<file path="src/rtl/wb_region_mux.sv">
// Wishbone slave-side splitter: routes each request to one of NUM_SLAVES base/mask windows
// with registered decode, per-transaction timeout, unmapped-address errors and sticky error status.
module wb_region_mux #(
    parameter int                           NUM_SLAVES = 4,
    parameter int                           ADDR_W     = 32,
    parameter int                           DATA_W     = 32,
    parameter logic [NUM_SLAVES*ADDR_W-1:0] SLV_BASE   = {32'h30FFFFF8, 32'h30020000, 32'h30010000, 32'h30000000},
    parameter logic [NUM_SLAVES*ADDR_W-1:0] SLV_MASK   = {32'hFFFFFFF8, 32'hFFFF0000, 32'hFFFF0000, 32'hFFFF0000},
    parameter int                           TIMEOUT    = 255,
    parameter int                           TMO_W      = 8,
    parameter logic [DATA_W-1:0]            ERR_DATA   = 32'hDEADBEEF
) (
    input  logic                         wb_clk_i,
    input  logic                         wb_rst_i,
    input  logic                         wbs_cyc_i,
    input  logic                         wbs_stb_i,
    input  logic                         wbs_we_i,
    input  logic [DATA_W/8-1:0]          wbs_sel_i,
    input  logic [ADDR_W-1:0]            wbs_adr_i,
    input  logic [DATA_W-1:0]            wbs_dat_i,
    output logic                         wbs_ack_o,
    output logic [DATA_W-1:0]            wbs_dat_o,
    output logic [NUM_SLAVES-1:0]        s_cyc_o,
    output logic [NUM_SLAVES-1:0]        s_stb_o,
    output logic                         s_we_o,
    output logic [DATA_W/8-1:0]          s_sel_o,
    output logic [ADDR_W-1:0]            s_adr_o,
    output logic [DATA_W-1:0]            s_dat_o,
    input  logic [NUM_SLAVES-1:0]        s_ack_i,
    input  logic [NUM_SLAVES*DATA_W-1:0] s_dat_i,
    output logic                         err_pulse_o,
    output logic [ADDR_W-1:0]            err_adr_o,
    output logic [15:0]                  err_cnt_o,
    input  logic                         err_clr_i
);

    localparam int               IDX_W    = (NUM_SLAVES > 1) ? $clog2(NUM_SLAVES) : 1;
    localparam int               SEL_W    = DATA_W / 8;
    localparam logic [TMO_W-1:0] TMO_LAST = TMO_W'(TIMEOUT - 1);

    typedef enum logic [1:0] {
        ST_IDLE   = 2'd0,
        ST_ACTIVE = 2'd1,
        ST_RESP   = 2'd2
    } state_t;

    state_t                  state_q,     state_d;
    logic [IDX_W-1:0]        idx_q,       idx_d;
    logic [TMO_W-1:0]        tmo_q,       tmo_d;
    logic [NUM_SLAVES-1:0]   stb_q,       stb_d;
    logic                    we_q,        we_d;
    logic [SEL_W-1:0]        sel_q,       sel_d;
    logic [ADDR_W-1:0]       adr_q,       adr_d;
    logic [DATA_W-1:0]       wdat_q,      wdat_d;
    logic                    ack_q,       ack_d;
    logic [DATA_W-1:0]       rdat_q,      rdat_d;
    logic                    err_pulse_q, err_pulse_d;
    logic [ADDR_W-1:0]       err_adr_q,   err_adr_d;
    logic [15:0]             err_cnt_q,   err_cnt_d;

    logic [NUM_SLAVES-1:0]   match_s;
    logic                    hit_s;
    logic [IDX_W-1:0]        hit_idx_s;
    logic                    sel_ack_s;
    logic [DATA_W-1:0]       sel_dat_s;
    logic                    err_ev_s;
    logic [ADDR_W-1:0]       err_ev_adr_s;

    // Window decode of the incoming address; descending scan so the lowest index wins.
    always_comb begin
        match_s   = '0;
        hit_idx_s = '0;
        for (int k = NUM_SLAVES - 1; k >= 0; k--) begin
            match_s[k] = ((wbs_adr_i & SLV_MASK[k*ADDR_W +: ADDR_W]) ==
                          (SLV_BASE[k*ADDR_W +: ADDR_W] & SLV_MASK[k*ADDR_W +: ADDR_W]));
            hit_idx_s  = match_s[k] ? IDX_W'(k) : hit_idx_s;
        end
        hit_s = |match_s;
    end

    // Response mux for the slave latched at launch; other slaves' acks never reach the FSM.
    always_comb begin
        sel_ack_s = 1'b0;
        sel_dat_s = '0;
        for (int k = 0; k < NUM_SLAVES; k++) begin
            sel_ack_s = (idx_q == IDX_W'(k)) ? s_ack_i[k] : sel_ack_s;
            sel_dat_s = (idx_q == IDX_W'(k)) ? s_dat_i[k*DATA_W +: DATA_W] : sel_dat_s;
        end
    end

    // Transaction FSM: launch, wait for slave ack / abort / timeout, one-cycle response.
    always_comb begin
        state_d      = state_q;
        idx_d        = idx_q;
        tmo_d        = tmo_q;
        stb_d        = stb_q;
        we_d         = we_q;
        sel_d        = sel_q;
        adr_d        = adr_q;
        wdat_d       = wdat_q;
        ack_d        = 1'b0;
        rdat_d       = '0;
        err_ev_s     = 1'b0;
        err_ev_adr_s = adr_q;
        case (state_q)
            ST_IDLE: begin
                if (wbs_cyc_i && wbs_stb_i) begin
                    if (hit_s) begin
                        idx_d   = hit_idx_s;
                        we_d    = wbs_we_i;
                        sel_d   = wbs_sel_i;
                        adr_d   = wbs_adr_i;
                        wdat_d  = wbs_dat_i;
                        stb_d   = NUM_SLAVES'(1) << hit_idx_s;
                        tmo_d   = '0;
                        state_d = ST_ACTIVE;
                    end else begin
                        ack_d        = 1'b1;
                        rdat_d       = ERR_DATA;
                        err_ev_s     = 1'b1;
                        err_ev_adr_s = wbs_adr_i;
                        state_d      = ST_RESP;
                    end
                end else begin
                    state_d = ST_IDLE;
                end
            end
            ST_ACTIVE: begin
                // Slave ack is tested first so it beats a simultaneous timeout expiry.
                if (sel_ack_s) begin
                    stb_d   = '0;
                    ack_d   = 1'b1;
                    rdat_d  = we_q ? '0 : sel_dat_s;
                    state_d = ST_RESP;
                end else if (!wbs_cyc_i) begin
                    stb_d   = '0;
                    state_d = ST_IDLE;
                end else if (tmo_q == TMO_LAST) begin
                    stb_d    = '0;
                    ack_d    = 1'b1;
                    rdat_d   = ERR_DATA;
                    err_ev_s = 1'b1;
                    state_d  = ST_RESP;
                end else begin
                    tmo_d = tmo_q + TMO_W'(1);
                end
            end
            ST_RESP: begin
                state_d = ST_IDLE;
            end
            default: begin
                stb_d   = '0;
                state_d = ST_IDLE;
            end
        endcase
    end

    // Sticky error status; a clear coinciding with an error still records that error.
    always_comb begin
        err_pulse_d = err_ev_s;
        err_adr_d   = err_adr_q;
        err_cnt_d   = err_cnt_q;
        if (err_ev_s) begin
            err_adr_d = err_ev_adr_s;
            if (err_clr_i) begin
                err_cnt_d = 16'd1;
            end else if (err_cnt_q == 16'hFFFF) begin
                err_cnt_d = 16'hFFFF;
            end else begin
                err_cnt_d = err_cnt_q + 16'd1;
            end
        end else if (err_clr_i) begin
            err_adr_d = '0;
            err_cnt_d = 16'd0;
        end else begin
            err_adr_d = err_adr_q;
            err_cnt_d = err_cnt_q;
        end
    end

    // State and output registers with synchronous reset.
    always_ff @(posedge wb_clk_i) begin
        if (wb_rst_i) begin
            state_q     <= ST_IDLE;
            idx_q       <= '0;
            tmo_q       <= '0;
            stb_q       <= '0;
            we_q        <= 1'b0;
            sel_q       <= '0;
            adr_q       <= '0;
            wdat_q      <= '0;
            ack_q       <= 1'b0;
            rdat_q      <= '0;
            err_pulse_q <= 1'b0;
            err_adr_q   <= '0;
            err_cnt_q   <= 16'd0;
        end else begin
            state_q     <= state_d;
            idx_q       <= idx_d;
            tmo_q       <= tmo_d;
            stb_q       <= stb_d;
            we_q        <= we_d;
            sel_q       <= sel_d;
            adr_q       <= adr_d;
            wdat_q      <= wdat_d;
            ack_q       <= ack_d;
            rdat_q      <= rdat_d;
            err_pulse_q <= err_pulse_d;
            err_adr_q   <= err_adr_d;
            err_cnt_q   <= err_cnt_d;
        end
    end

    assign wbs_ack_o   = ack_q;
    assign wbs_dat_o   = rdat_q;
    assign s_cyc_o     = stb_q;
    assign s_stb_o     = stb_q;
    assign s_we_o      = we_q;
    assign s_sel_o     = sel_q;
    assign s_adr_o     = adr_q;
    assign s_dat_o     = wdat_q;
    assign err_pulse_o = err_pulse_q;
    assign err_adr_o   = err_adr_q;
    assign err_cnt_o   = err_cnt_q;

endmodule

</file>
<file path="config.mk">
export PLATFORM = sky130hd
export DESIGN_NAME = wb_region_mux
export DESIGN_NICKNAME = d
export VERILOG_FILES = /design/src/rtl/wb_region_mux.sv
export SDC_FILE = /design/constraint.sdc
export NUM_CORES = 1
export LEC_CHECK = 0
export CORE_ASPECT_RATIO = 1.2
export CORE_MARGIN = 5
export CORE_UTILIZATION = 40
export CTS_CLUSTER_SIZE = 24
export DETAILED_ROUTE_END_ITERATION = 10
export GPL_TIMING_DRIVEN = 0
export PLACE_DENSITY = 0.91
export SLEW_MARGIN = 10
export SYNTH_ARGS = -nofsm -noshare
export SYNTH_HDL_FRONTEND = slang
export SYNTH_SLANG_ARGS = --single-unit
</file>
<file path="constraint.sdc">
create_clock -name wb_clk_i -period 3.8 [get_ports wb_clk_i]
set_clock_uncertainty 0.05 [all_clocks]
set_input_delay 1.14 -clock wb_clk_i [delete_from_list [all_inputs] [get_ports wb_clk_i]]
set_output_delay 1.14 -clock wb_clk_i [all_outputs]
set_load 0.01 [all_outputs]
</file>
==> impl_metrics.tcl, run 1 <==
set metrics [dict create \
    status "finished clean" \
    wl_microns 27920 \
    power_uw 4016 \
    dr_total_vias 7358 \
    postCtsSetupBuffers 0 \
    drive_gt1_share_pct 7.835 \
    root_buffer "clkbuf_16" \
    final-hold-violation-count 0 \
    worstPathMaxFanout 10 \
    ys_top_cells_by_area "dfxtp_1 47%, mux4_2 10%, a21oi_1 7.1%, nand2_1 6.8%, mux2i_1 4.8%" \
    powerDensity_mw_per_mm2 343.5 \
    synth_cell_types 42 \
    cp-start-kind "primary input" \
    area_growth_pct 64.37 \
    synthArstFlopShare_pct 0 \
    clockBufferDepth 2 \
    path_cells "clkdlybuf4s50_1 > nor4bb_2 > and4_1 > a32o_1 > and2_1 > clkbuf_1 > clkbuf_4 > buf_2 > nand2_1 > a21oi_1" \
    numPortBuffers 364 \
    finalCritPeriodShare_pct 94.78 \
    cts_max_level 4 \
    yosysWarnings 0 \
    synth_most_common_cell "dfxtp_1" \
    slowest_stage "clkdlybuf4s50_1" \
    dp_hpwl_microns 22120 \
    drt_pass1_iterations 5 \
    avgSynthCellArea_sq_um 9.611 \
    viasPerCell 5.426 \
    antenna_cells 0 \
    hold_ws_ns 0.3987 \
    period_minus_slack_ns 3.602 \
    die_h_microns 156.1 \
    gp_congestion 0.9476 \
    setup_tns_ns 0 \
    clock_latency_ns 0.42 \
    antenna_found_initial 0 \
    drt_iter0_drc 597 \
    fillers 1366 \
    ir_worst_vdd_mv 0.2715 \
    required_ns 4.10 \
    syn_area_sq_mm 0.007112 \
    synth_nets 949 \
    die_w_microns 131.7 \
    multi_input_area_sq_mm 0.003523 \
    grt_pass1_vias 7581 \
    met3WireLength_microns 2472 \
    fin_area_sq_mm 0.01169 \
    cts_resized 2 \
    worstSetupPathType "in -> reg" \
    synth_edf_count 0 \
    clk_pin_slew_worst_paths_ns 0.06 \
    placed_area_sq_mm 0.01103 \
    wl_per_cell_microns 20.59 \
    synthTopCellsByCount "167 x dfxtp_1, 128 x nand2_1, 101 x a21oi_1" \
    grt_pass1_wl_microns 42880 \
    relSlewSlack_pct 39.52 \
    route.met2.wl_microns 14240 \
    hp-class "reg -> reg" \
    max_stage_delay_ns 0.47 \
    ys.flop_type "dfxtp_1" \
    initial_core_util_pct 40.62 \
    arrival_ns 3.90 \
    slew_violations 0 \
    met1_length_microns 10320 \
    worst_pin_slew_ns 0.9072 \
    drc 0 \
    seq_area_sq_mm 0.003343 \
    worstSetupEndpointType "register" \
    top_layer "met4" \
    ys_ff_latch 167 \
    num_io_pins 365 \
    core_area_sq_mm 0.01751 \
    layout.nets 1332 \
    ant_nets 0 \
    num_rows 53 \
    cts_made_buffers 17 \
    grt_overflow_total 0 \
    ys_seq_area_share_pct 47.01 \
    cts-hold-fix-buffers 0 \
    grt_use_total_pct 26.18 \
    p_leak_uw 0.003991 \
    finalSetupViolCount 0 \
    synthCells 740 \
    numClockSinks 167 \
    grt_max_degree 17 \
    die_area_sq_mm 0.02056 \
    cts_tree "built" \
    yosysTopAreaCell "dfxtp_1" \
    maxCapViolCount 0 \
    yosys.area.top_type_share_pct 47.01 \
    max_freq_ghz 0.2776 \
]
[per-stage QoR]
stage          worst slack (ns)  util [%]  instances
5_1_grt                -0.01750     66.77       1356
6_report                 0.1983     66.77       1356
4_1_cts                0.006413     66.61       1356
2_1_floorplan            0.7956         -        740
3_5_place_dp            -0.6023     63.01       1324
3_3_place_gp            -0.5194     63.01       1324
[registers in the layout (all words and copies together) (netlist names)]
register	count
err_adr_o	32
err_cnt_o	16
err_pulse_o	1
idx_q	2
s_adr_o	32
s_cyc_o	4
s_dat_o	32
s_sel_o	4
s_we_o	1
state_q	2
tmo_q	8
wbs_ack_o	1
wbs_dat_o	32
[kinds of logic (layout without fill, tap and decap cells)]
family / count (synthesis) / count (layout) / synth area share, %
flops: 167 / 167 / 47.01
simple gates: 261 / 261 / 17.33
compound gates: 178 / 178 / 15.87
buf+inv: 63 / 459 / 3.906
fa+ha+maj: 3 / 3 / 0.5279
xor+xnor: 1 / 1 / 0.1232
mux: 67 / 67 / 15.24
[path summary, 6_finish.rpt]
kind	startpoint	cells after the start	end	slack, ns
max	wbs_adr_i[29]	10	s_dat_o[31]	0.20
min	s_dat_o[10]	2	s_dat_o[10]	0.40
max reg2reg	idx_q[1]	8	err_adr_o[3]	0.96
min reg2reg	s_dat_o[10]	2	s_dat_o[10]	0.40
[worst max-delay path, delay by kind of cell]
family / cells / cell delay [ns]
AO/OA/AOI/OAI: 2 / 0.47
buffers and inverters: 4 / 1.27
AND/OR/NAND/NOR: 4 / 1.00
[power by group]
| part | internal, uW | total (uW) | switching, uW |
|---|---|---|---|
| registers | 1770 | 1770 | 7.88 |
| clock network | 1080 | 1820 | 737 |
| logic | 272 | 423 | 151 |
[cells in the final DEF, fill, tap and decap left out, types with 12 or more instances in the layout]
cell type / synthesis / routed
a21oi_1: 101 / 101
a311oi_1: 12 / 12
clkbuf_1: 41 / 39
clkbuf_16: 0 / 17
clkdlybuf4s50_1: 0 / 364
dfxtp_1: 167 / 167
mux2i_1: 34 / 34
mux4_2: 33 / 33
nand2_1: 128 / 128
nand2b_1: 28 / 28
nand3_1: 13 / 13
nor2_1: 30 / 29
o2bb2ai_1: 32 / 32
[layout make-up]
class                      instances  share of cell area, %
sequential                       167                  28.60
tap                              220                  2.355
timing repair buffer             364                  31.17
clock inverter                    12                  1.402
inverter                           6                 0.1927
clock buffer                      20                  3.907
multi-input combinational        510                  30.14
buffer                            57                  2.237
[per-layer routing]
layer	vias up	track usage, %
li1	3432	-
met1	3467	29.37
met2	393	46.71
met3	66	8.903
met4	0	8.721
met5	-	0
No activity file was read; power rests on OpenSTA's default activity.
==> run 2, diff against run 1 <==
ABC_AREA = 1   (was not set)
CORE_UTILIZATION = 39   (was 40)
PLACE_DENSITY = 0.88   (was 0.91)
clock period = 3.3 ns   (was 3.8 ns; I/O delays follow)
==> run 2 against run 1 <==
Sequential power grew 16%; via count grew 36%; critical path depth is 3 lower; sequential cell count stayed put; die area up 19%; register-to-register slack better by 0.03 ns; global-route usage is 0.74 points higher; area after synthesis grew 18%; sequential share of layout area shrank 2.8 points; critical path type unchanged; highest routed layer unchanged.
==> impl_metrics.tcl, run 2 <==
set metrics [dict create \
    layout.nets 1801 \
    drt_iter0_drc 577 \
    core_area_sq_mm 0.02105 \
    max_stage_delay_ns 0.62 \
    fin_area_sq_mm 0.01296 \
    powerDensity_mw_per_mm2 368.7 \
    avgSynthCellArea_sq_um 6.918 \
    cts_made_buffers 17 \
    worst-path-buf-inv 4 \
    hp-class "reg -> reg" \
    final-hold-violation-count 0 \
    cts_resized 0 \
    path_cells "clkdlybuf4s50_1 > nand2_1 > inv_2 > buf_1 > clkbuf_1 > nand4_1 > a21oi_1" \
    num_rows 58 \
    viasPerCell 5.350 \
    numClockSinks 167 \
    worstPathMaxFanout 10 \
    wl_microns 34800 \
    ys_top_cells_by_area "dfxtp_1 40%, nand2_1 17%, nand4_1 7.0%, a21oi_1 6.0%, nand3_1 5.1%" \
    critPathCapture "s_sel_o[1]" \
    worst_pin_slew_ns 0.9498 \
    grt_max_degree 17 \
    place_inst 1843 \
    synthArstFlopShare_pct 0 \
    clock_latency_ns 0.43 \
    final_cell_mix "376 x nand2_1, 363 x clkdlybuf4s50_1, 167 x dfxtp_1" \
    syn_area_sq_mm 0.008371 \
    ys.flop_type "dfxtp_1" \
    timing.rr.start "idx_q[1]" \
    drt_pass1_iterations 6 \
    root_buffer "clkbuf_16" \
    finalCritPeriodShare_pct 95.16 \
    clockBufferDepth 2 \
    required_ns 3.60 \
    hold_ws_ns 0.4040 \
    drc 0 \
    initial_core_util_pct 39.77 \
    r2r_slack_ns 0.99 \
    ant_nets 0 \
    area_growth_pct 54.84 \
    ir_worst_vdd_mv 0.3485 \
    rr_endpoint "wbs_dat_o[10]" \
    worstSetupEndpointType "register" \
    maxCapViolCount 0 \
    cts_tree "built" \
    cp-start-kind "primary input" \
    status "finished clean" \
    p_leak_uw 0.005032 \
    period_minus_slack_ns 3.140 \
    die_w_microns 143.7 \
    slew_violations 0 \
    wl_per_cell_microns 18.55 \
    grt_use_total_pct 26.92 \
    yosys.area.top_type_share_pct 39.94 \
    dp_hpwl_microns 26960 \
    clk_pin_slew_worst_paths_ns 0.08 \
    postCtsSetupBuffers 0 \
    yosysWarnings 0 \
    grt_overflow_total 0 \
    placed_area_sq_mm 0.01234 \
    gp_congestion 0.9463 \
    arrival_ns 3.44 \
    rsz0062_at_grt "no" \
    num_io_pins 365 \
    worstSetupPathType "in -> reg" \
    grt_pass1_vias 9609 \
    mostFrequentLayoutCell "nand2_1" \
    crit_cells 7 \
    drive_gt1_share_pct 5.919 \
    synth_cell_types 45 \
    synth_nets 1419 \
    max_freq_ghz 0.3185 \
    numPortBuffers 363 \
    ys_ff_latch 167 \
    startpoint "wbs_cyc_i" \
    die_area_sq_mm 0.02450 \
    cts_max_level 4 \
    dr_total_vias 10036 \
    cts-hold-fix-buffers 0 \
    setup_tns_ns 0 \
    synthTopCellsByCount "376 x nand2_1, 167 x dfxtp_1, 100 x a21oi_1" \
    finalSetupViolCount 0 \
    grt_pass1_wl_microns 51920 \
    slowest_stage "clkdlybuf4s50_1" \
    synth_most_common_cell "nand2_1" \
    final_cells 1876 \
    ys_seq_area_share_pct 39.94 \
    relSlewSlack_pct 36.68 \
    ff2ff_path_depth 8 \
    yosysTopAreaCell "dfxtp_1" \
    antenna_found_initial 1 \
    cp_top_family "buffers and inverters" \
    synth_edf_count 0 \
    synthCells 1210 \
    die_h_microns 170.5 \
]
## run 2: routing by layer
metal / part of all wire (%) / global-route usage (%)
met4: 3.8 / 10.28
met2: 48 / 46.23
met3: 9.1 / 6.886
met5: 0 / 0
met1: 39 / 32.19
## run 2: per-stage QoR
step	power [uW]	setup WS, ns	utilization [%]
floorplan	2301	0.9236	-
global placement	2675	-0.1630	58.64
detailed placement	2685	-0.2630	58.64
CTS	4799	0.1789	61.58
global route	4941	0.03015	61.59
finish	4779	0.1599	61.59
## run 2: worst min-delay path by stage
stage / slack, ns / start / cells after the start / end
6_report: 0.40 / err_adr_o[2] / 2 / err_adr_o[2]
5_1_grt: 0.42 / err_adr_o[22] / 2 / err_adr_o[22]
4_1_cts: 0.40 / err_adr_o[0] / 2 / err_adr_o[0]
3_5_place_dp: 0.39 / err_adr_o[5] / 2 / err_adr_o[5]
3_3_place_gp: 0.39 / err_adr_o[2] / 2 / err_adr_o[2]
2_1_floorplan: 0.41 / tmo_q[7] / 2 / tmo_q[7]
## run 2: cell families (layout without fill, tap and decap cells)
kind of cell | count (synthesis) | after routing | share of synthesized area, %
AND/OR/NAND/NOR | 677 | 677 | 36.56
buffers and inverters | 149 | 544 | 8.236
XOR/XNOR | 12 | 12 | 1.256
adder cells (fa/ha/maj) | 3 | 3 | 0.4485
AO/OA/AOI/OAI | 202 | 202 | 13.56
other | 0 | 1 | 0
flip-flops | 167 | 167 | 39.94
## run 2: layout make-up
cell class | count | area (sq um)
multi-input combinational | 894 | 4338
inverter | 62 | 232.7
clock inverter | 13 | 183.9
buffer | 87 | 456.7
timing repair buffer | 363 | 3633
antenna | 1 | 2.502
fill | 1831 | 8084
tap | 270 | 337.8
sequential | 167 | 3343
clock buffer | 19 | 432.9
## run 2: power by group
| part | internal (uW) | total, uW | switching (uW) |
|---|---|---|---|
| combinational | 328 | 599 | 271 |
| sequential | 2040 | 2050 | 11.6 |
| clock | 1220 | 2130 | 913 |
## run 2: worst min-delay path: stages, from the launching register on
cell	delay, ns
dfxtp_1	0.31
nand2_1	0.06
nand2_1	0.04
==> run 3, diff against run 2 <==
GPL_ROUTABILITY_DRIVEN = 1   (was not set)
==> results of run 3 <==
Same layout as run 2: the final DEF is identical, and so are final timing and power.
